<file path="src/rtl/mdio_pkg.sv">
// Shared constants, state encoding and frame-building helper for the
// Clause-22 MDIO management master.
package mdio_pkg;

  // Clause-22 frame field codes.
  localparam logic [1:0] ST_CODE  = 2'b01;
  localparam logic [1:0] OP_WRITE = 2'b01;
  localparam logic [1:0] OP_READ  = 2'b10;
  localparam logic [1:0] TA_WRITE = 2'b10;

  // Controller states.
  typedef enum logic [1:0] {
    IDLE  = 2'd0,
    FRAME = 2'd1,
    GAP   = 2'd2
  } state_t;

  // Everything after the preamble: ST, OP, PHYAD, REGAD, TA, DATA (32 bits).
  // For reads the TA/DATA slots are filled with ones; they are never driven
  // because mdio_oe is low for those bits.
  function automatic logic [31:0] frame_tail(input logic       write,
                                             input logic [4:0] phy,
                                             input logic [4:0] regad,
                                             input logic [15:0] wdata);
    logic [31:0] tail;
    if (write) begin
      tail = {ST_CODE, OP_WRITE, phy, regad, TA_WRITE, wdata};
    end else begin
      tail = {ST_CODE, OP_READ, phy, regad, 2'b11, 16'hFFFF};
    end
    return tail;
  endfunction

endpackage

</file>
<file path="src/rtl/mdc_divider.sv">
// MDC generator: counts 0..CLK_DIV-1 while enabled and toggles mdc on each
// wrap, so one MDC period is 2*CLK_DIV clk cycles. When disabled it parks
// with mdc=0 and the counter cleared, so the first enabled cycle is the
// start of a fresh low phase.
module mdc_divider #(
  parameter int CLK_DIV = 10
) (
  input  logic clk,
  input  logic reset,
  input  logic en,
  output logic mdc,
  output logic rise_stb,
  output logic fall_stb
);

  localparam int CW = $clog2(CLK_DIV);

  logic [CW-1:0] cnt;
  logic          at_end;

  assign at_end = (cnt == CW'(CLK_DIV - 1));

  // Strobes are high in the cycle whose closing clk edge flips mdc, so a
  // consumer that acts on the strobe changes state in the same edge as mdc.
  assign rise_stb = en && at_end && !mdc;
  assign fall_stb = en && at_end && mdc;

  // Half-period counter and mdc toggle; restart low whenever disabled.
  always_ff @(posedge clk) begin
    if (reset || !en) begin
      cnt <= '0;
      mdc <= 1'b0;
    end else if (at_end) begin
      cnt <= '0;
      mdc <= ~mdc;
    end else begin
      cnt <= cnt + 1'b1;
    end
  end

endmodule

</file>
<file path="src/rtl/mdio_ctrl.sv">
// Clause-22 MDIO/SMI management master. Accepts one register read or write
// at a time and serialises it as a management frame on MDC/MDIO, then
// reports read data and a turnaround fault flag.
//
// Handshake: a request transfers on a clk edge where req_valid and req_ready
// are both high. req_ready is high only in IDLE; requests presented while it
// is low are ignored (no queueing). rsp_valid is a one-cycle pulse, and
// rsp_rdata/rsp_err hold their values until the next completion.
module mdio_ctrl
  import mdio_pkg::*;
#(
  parameter int CLK_DIV       = 10,
  parameter int PREAMBLE_BITS = 32
) (
  input  logic        clk,
  input  logic        reset,
  input  logic        req_valid,
  output logic        req_ready,
  input  logic        req_write,
  input  logic [4:0]  req_phy,
  input  logic [4:0]  req_reg,
  input  logic [15:0] req_wdata,
  output logic        rsp_valid,
  output logic [15:0] rsp_rdata,
  output logic        rsp_err,
  output logic        mdc,
  output logic        mdio_o,
  output logic        mdio_oe,
  input  logic        mdio_i,
  output logic [1:0]  state_dbg
);

  // Bit positions within the frame (bit 0 is the first bit on the wire).
  localparam int         N_BITS  = PREAMBLE_BITS + 32;
  localparam logic [5:0] LAST    = 6'(N_BITS - 1);
  localparam logic [5:0] OE_LAST = 6'(PREAMBLE_BITS + 13); // REGAD[0]
  localparam logic [5:0] TA2     = 6'(PREAMBLE_BITS + 15); // second TA bit
  localparam logic [5:0] DATA0   = 6'(PREAMBLE_BITS + 16); // DATA[15]

  state_t      state;
  logic [5:0]  bit_idx;
  logic [63:0] sr;        // shift-out register, current bit at [63]
  logic [15:0] shin;      // shift-in register for read data
  logic        ta_err;
  logic        is_write;
  logic        mdio_q;    // registered pad input
  logic [63:0] load_word;
  logic        div_en;
  logic        rise_stb;
  logic        fall_stb;

  assign req_ready = (state == IDLE);
  assign state_dbg = state;
  assign div_en    = (state != IDLE);
  assign mdio_o    = sr[63];

  // Whole frame left-justified: the preamble ones sit above the 32-bit tail
  // and the surplus preamble is shifted out of the top.
  assign load_word = {32'hFFFF_FFFF, frame_tail(req_write, req_phy, req_reg, req_wdata)}
                     << (32 - PREAMBLE_BITS);

  mdc_divider #(
    .CLK_DIV (CLK_DIV)
  ) u_div (
    .clk      (clk),
    .reset    (reset),
    .en       (div_en),
    .mdc      (mdc),
    .rise_stb (rise_stb),
    .fall_stb (fall_stb)
  );

  // Controller FSM with bit counter, shift-out/shift-in and response regs.
  always_ff @(posedge clk) begin
    if (reset) begin
      state     <= IDLE;
      bit_idx   <= '0;
      sr        <= '1;
      shin      <= '0;
      ta_err    <= 1'b0;
      is_write  <= 1'b0;
      mdio_q    <= 1'b1;
      mdio_oe   <= 1'b0;
      rsp_valid <= 1'b0;
      rsp_rdata <= '0;
      rsp_err   <= 1'b0;
    end else begin
      rsp_valid <= 1'b0;
      mdio_q    <= mdio_i;
      case (state)
        IDLE: begin
          if (req_valid) begin
            state    <= FRAME;
            is_write <= req_write;
            sr       <= load_word;
            bit_idx  <= '0;
            mdio_oe  <= 1'b1;
            ta_err   <= 1'b0;
            shin     <= '0;
          end
        end
        FRAME: begin
          // Reads sample the registered pad on the mdc rising edge.
          if (rise_stb && !is_write) begin
            if (bit_idx == TA2) begin
              ta_err <= mdio_q;
            end
            if (bit_idx >= DATA0) begin
              shin <= {shin[14:0], mdio_q};
            end
          end
          // Outputs advance only together with the mdc falling edge.
          if (fall_stb) begin
            if (bit_idx == LAST) begin
              state   <= GAP;
              sr      <= '1;
              mdio_oe <= 1'b0;
            end else begin
              bit_idx <= bit_idx + 1'b1;
              sr      <= {sr[62:0], 1'b1};
              mdio_oe <= is_write || (bit_idx < OE_LAST);
            end
          end
        end
        GAP: begin
          // One idle MDC period, then complete and reopen for requests.
          if (fall_stb) begin
            state     <= IDLE;
            rsp_valid <= 1'b1;
            if (is_write) begin
              rsp_err <= 1'b0;
            end else begin
              rsp_err   <= ta_err;
              rsp_rdata <= shin;
            end
          end
        end
        default: state <= IDLE;
      endcase
    end
  end

endmodule

</file>
<file path="config.mk">
export PLATFORM = sky130hd
export DESIGN_NAME = mdio_ctrl
export DESIGN_NICKNAME = d
export VERILOG_FILES = /design/src/rtl/mdio_pkg.sv /design/src/rtl/mdc_divider.sv /design/src/rtl/mdio_ctrl.sv
export SDC_FILE = /design/constraint.sdc
export NUM_CORES = 1
export LEC_CHECK = 0
export BUFFER_PORTS_ARGS = -buffer_cell sky130_fd_sc_hd__buf_2
export CAP_MARGIN = 20
export CORE_MARGIN = 2
export CORE_UTILIZATION = 30
export DETAILED_ROUTE_END_ITERATION = 10
export PLACE_DENSITY_LB_ADDON = 0.3
export SLEW_MARGIN = 40
export SYNTH_ARGS = -nofsm -noshare
export SYNTH_HDL_FRONTEND = slang
export SYNTH_SLANG_ARGS = --single-unit
</file>
<file path="constraint.sdc">
create_clock -name clk -period 5.4 [get_ports clk]
set_input_delay 0.81 -clock clk [delete_from_list [all_inputs] [get_ports clk]]
set_output_delay 0.81 -clock clk [all_outputs]
set_load 0.05 [all_outputs]
</file>
==> impl_metrics.json <==
{
  "hold_viol": 0,
  "synth_fa_ha_area_frac": 0.0112,
  "synthToLayoutAreaGrowth_pct": 21.8,
  "grt_pass1_vias": 3447,
  "grt_util_all_layers": 0.124,
  "arrival_ps": 2680,
  "period_needed_ps": 2430,
  "firstDrtPassIters": 5,
  "post-place-ws_ps": 2860,
  "p_leak_nw": 2.00,
  "synth-async-reset-ratio": 0,
  "io_pins": 55,
  "first_iter_violations": 192,
  "ant_nets": 0,
  "synthFlopType": "dfxtp_1",
  "layout.nets": 570,
  "nFillCells": 1491,
  "dr_wl_met3_um": 429,
  "finalSetupViolations": 0,
  "synthXorXnorAreaFrac": 0.00586,
  "placed_cells": 700,
  "seq_area_frac_synth": 0.513,
  "syn_inst": 498,
  "grt_max_degree": 70,
  "grt_overflow": 0,
  "syn-cell-area_um2": 4480,
  "worstSetupStartpointType": "register",
  "outcome": "completed",
  "cts-root-buf": "clkbuf_16",
  "synth_top_family_by_area": "compound AO/OA/AOI/OAI gates",
  "start_util": 0.307,
  "slew_headroom": 0.471,
  "antenna_found_initial": 0,
  "synth-compound-area-share": 0.224,
  "gp_congestion": 0.755,
  "crit_fanout": 64,
  "top_layer": "met4",
  "diodes": 0,
  "power_density_nw_per_um2": 394,
  "dp_hpwl_mm": 6.21,
  "synth-edff-count": 0,
  "avgSynthCellArea_um2": 9.00,
  "drv_cap": 0,
  "period_share": 0.450,
  "synthDistinctLibCells": 46,
  "dieWidth_um": 126,
  "layout_setup_ws_ps": 2970,
  "syn_nets": 533,
  "worst_slew_pin_slew_ps": 790,
  "synthSimpleGateAreaFrac": 0.154,
  "coreArea_um2": 14600,
  "die-area_um2": 15900,
  "setup_tns_ps": 0,
  "synth_mux_area_frac": 0.0402,
  "clk_path_buf_depth": 2,
  "finalNonFillerCells": 732,
  "cts_buffers": 17,
  "drt-met1-wl_mm": 4.68,
  "cts_setup_buffers": 0,
  "grt_pass1_wl_mm": 16.2,
  "synth_warnings": 0,
  "postCtsHoldBufs": 0,
  "drcViolationCount": 0,
  "drive_gt1_frac": 0.182,
  "clock_latency_ps": 400,
  "grt_setup_unrepaired": "no",
  "drt-vias-per-instance": 5.02,
  "post_cts_resized": 0,
  "vias": 3671,
  "hp-class": "register to register",
  "path_cells": "inv_1, ha_1, and4b_1, a21oi_4, buf_4, a22oi_1",
  "slowest_stage": "buf_4",
  "port_buffers": 54,
  "clkSinkCount": 115,
  "final_core_util": 0.375,
  "cts_max_level": 4,
  "rows": 44,
  "path_clk_slew_ps": 60,
  "max_clock_freq_mhz": 412,
  "die_h_um": 126,
  "dr_wl_met2_mm": 4.55,
  "required_ps": 5650,
  "end_kind": "register",
  "fin_total_pwr_mw": 2.15,
  "ys_ff_latch": 115,
  "finalMaxSlewViolations": 0,
  "cts_tree": "yes",
  "critPathKind": "register to register",
  "max_stage_delay_ps": 580,
  "peakVddDrop_v": 0.000226,
  "skew_ps": 8.48,
  "wl_per_cell_um": 13.3,
  "detail_route.wirelength_mm": 9.74
}
per-layer routing:
layer	global-route usage	up-vias
met1	0.156	1725
met2	0.198	76
met5	0	-
li1	-	1864
met3	0.0399	6
met4	0.0498	0
registers in the layout, summed over array words and instances, names as in the netlist:
signal / count
is_write: 1
rsp_rdata: 16
rsp_valid: 1
rsp_err: 1
shin: 16
ta_err: 1
state_dbg: 2
mdio_q: 1
u_div.mdc: 1
mdio_oe: 1
sr: 64
bit_idx: 6
u_div.cnt: 4
final cells by class:
| type | instances | area [µm²] | area share |
|---|---|---|---|
| clock buffer | 18 | 439 | 0.0804 |
| inverter | 6 | 22.5 | 0.00412 |
| multi-input combinational | 335 | 1960 | 0.359 |
| clock inverter | 14 | 185 | 0.0339 |
| timing repair buffer | 60 | 322 | 0.0589 |
| tap | 184 | 230 | 0.0421 |
| sequential | 115 | 2300 | 0.421 |
through the flow:
step	cell area (µm²)	hold slack, ps
global placement	4810	447
floorplan	4480	432
detailed placement	4840	457
CTS	5460	468
global route	5460	484
finish	5460	467
worst max-delay path: cells and delay by family (launching register included):
| family | cells | cell delay, ps |
|---|---|---|
| flops | 1 | 350 |
| compound gates | 2 | 700 |
| buf+inv | 2 | 640 |
| simple gates | 1 | 340 |
| fa+ha+maj | 1 | 230 |
cell families after synthesis:
logic type      count (synthesis)
xor+xnor                        3
mux                            18
compound gates                164
buf+inv                        48
simple gates                  146
fa+ha+maj                       4
flops                         115
where the power goes:
| part | internal [mW] | switching [mW] | leakage [nW] |
|---|---|---|---|
| sequential | 0.870 | 0.0126 | 0.936 |
| combinational | 0.0354 | 0.0692 | 0.766 |
| clock | 0.780 | 0.384 | 0.302 |
cells in the final DEF, fill, tap and decap left out, types with 4 or more instances in the layout:
cell type    n
a22oi_1     35
buf_4        6
mux2i_1     18
nand3_1     22
clkbuf_16   17
buf_2       53
inv_1        6
a21oi_1     54
nor2_1      72
nand2b_1     4
bufinv_16    4
dfxtp_1    115
clkinv_2     5
nor3_1       6
o22ai_1     26
o21ai_0     30
nand2_1     23
ha_1         4
cell usage after synthesis (2+ instances only):
cell type | number | area (µm²)
a22oi_1 | 35 | 263
and4_1 | 2 | 17.5
nor2_1 | 72 | 270
dfxtp_1 | 115 | 2300
xnor2_1 | 2 | 17.5
nand3_1 | 22 | 110
o22ai_1 | 26 | 163
clkbuf_1 | 20 | 75.1
mux2i_1 | 18 | 180
nand2_1 | 23 | 86.3
buf_4 | 3 | 22.5
or3_1 | 2 | 12.5
nor2b_1 | 2 | 12.5
a21oi_1 | 54 | 270
o21ai_1 | 4 | 20.0
nand2b_1 | 4 | 25.0
nand4_1 | 2 | 12.5
inv_1 | 6 | 22.5
o31ai_1 | 3 | 22.5
o21ai_0 | 30 | 150
buf_2 | 18 | 90.1
a31oi_1 | 3 | 18.8
nor3_1 | 6 | 30.0
ha_1 | 4 | 50.1
final timing paths:
check                          startpoint                    to  slack (ps)  cells after the start
setup / recovery  u_div.cnt[1]$_SDFF_PP0_   sr[34]$_SDFFE_PP1P_        2970                      6
hold / removal       shin[5]$_SDFFE_PP0P_  shin[6]$_SDFFE_PP0P_         470                      2
setup reg to reg  u_div.cnt[1]$_SDFF_PP0_   sr[34]$_SDFFE_PP1P_        2970                      6
hold reg to reg      shin[5]$_SDFFE_PP0P_  shin[6]$_SDFFE_PP0P_         470                      2
Note: power is estimated with default switching activity, not from simulation.
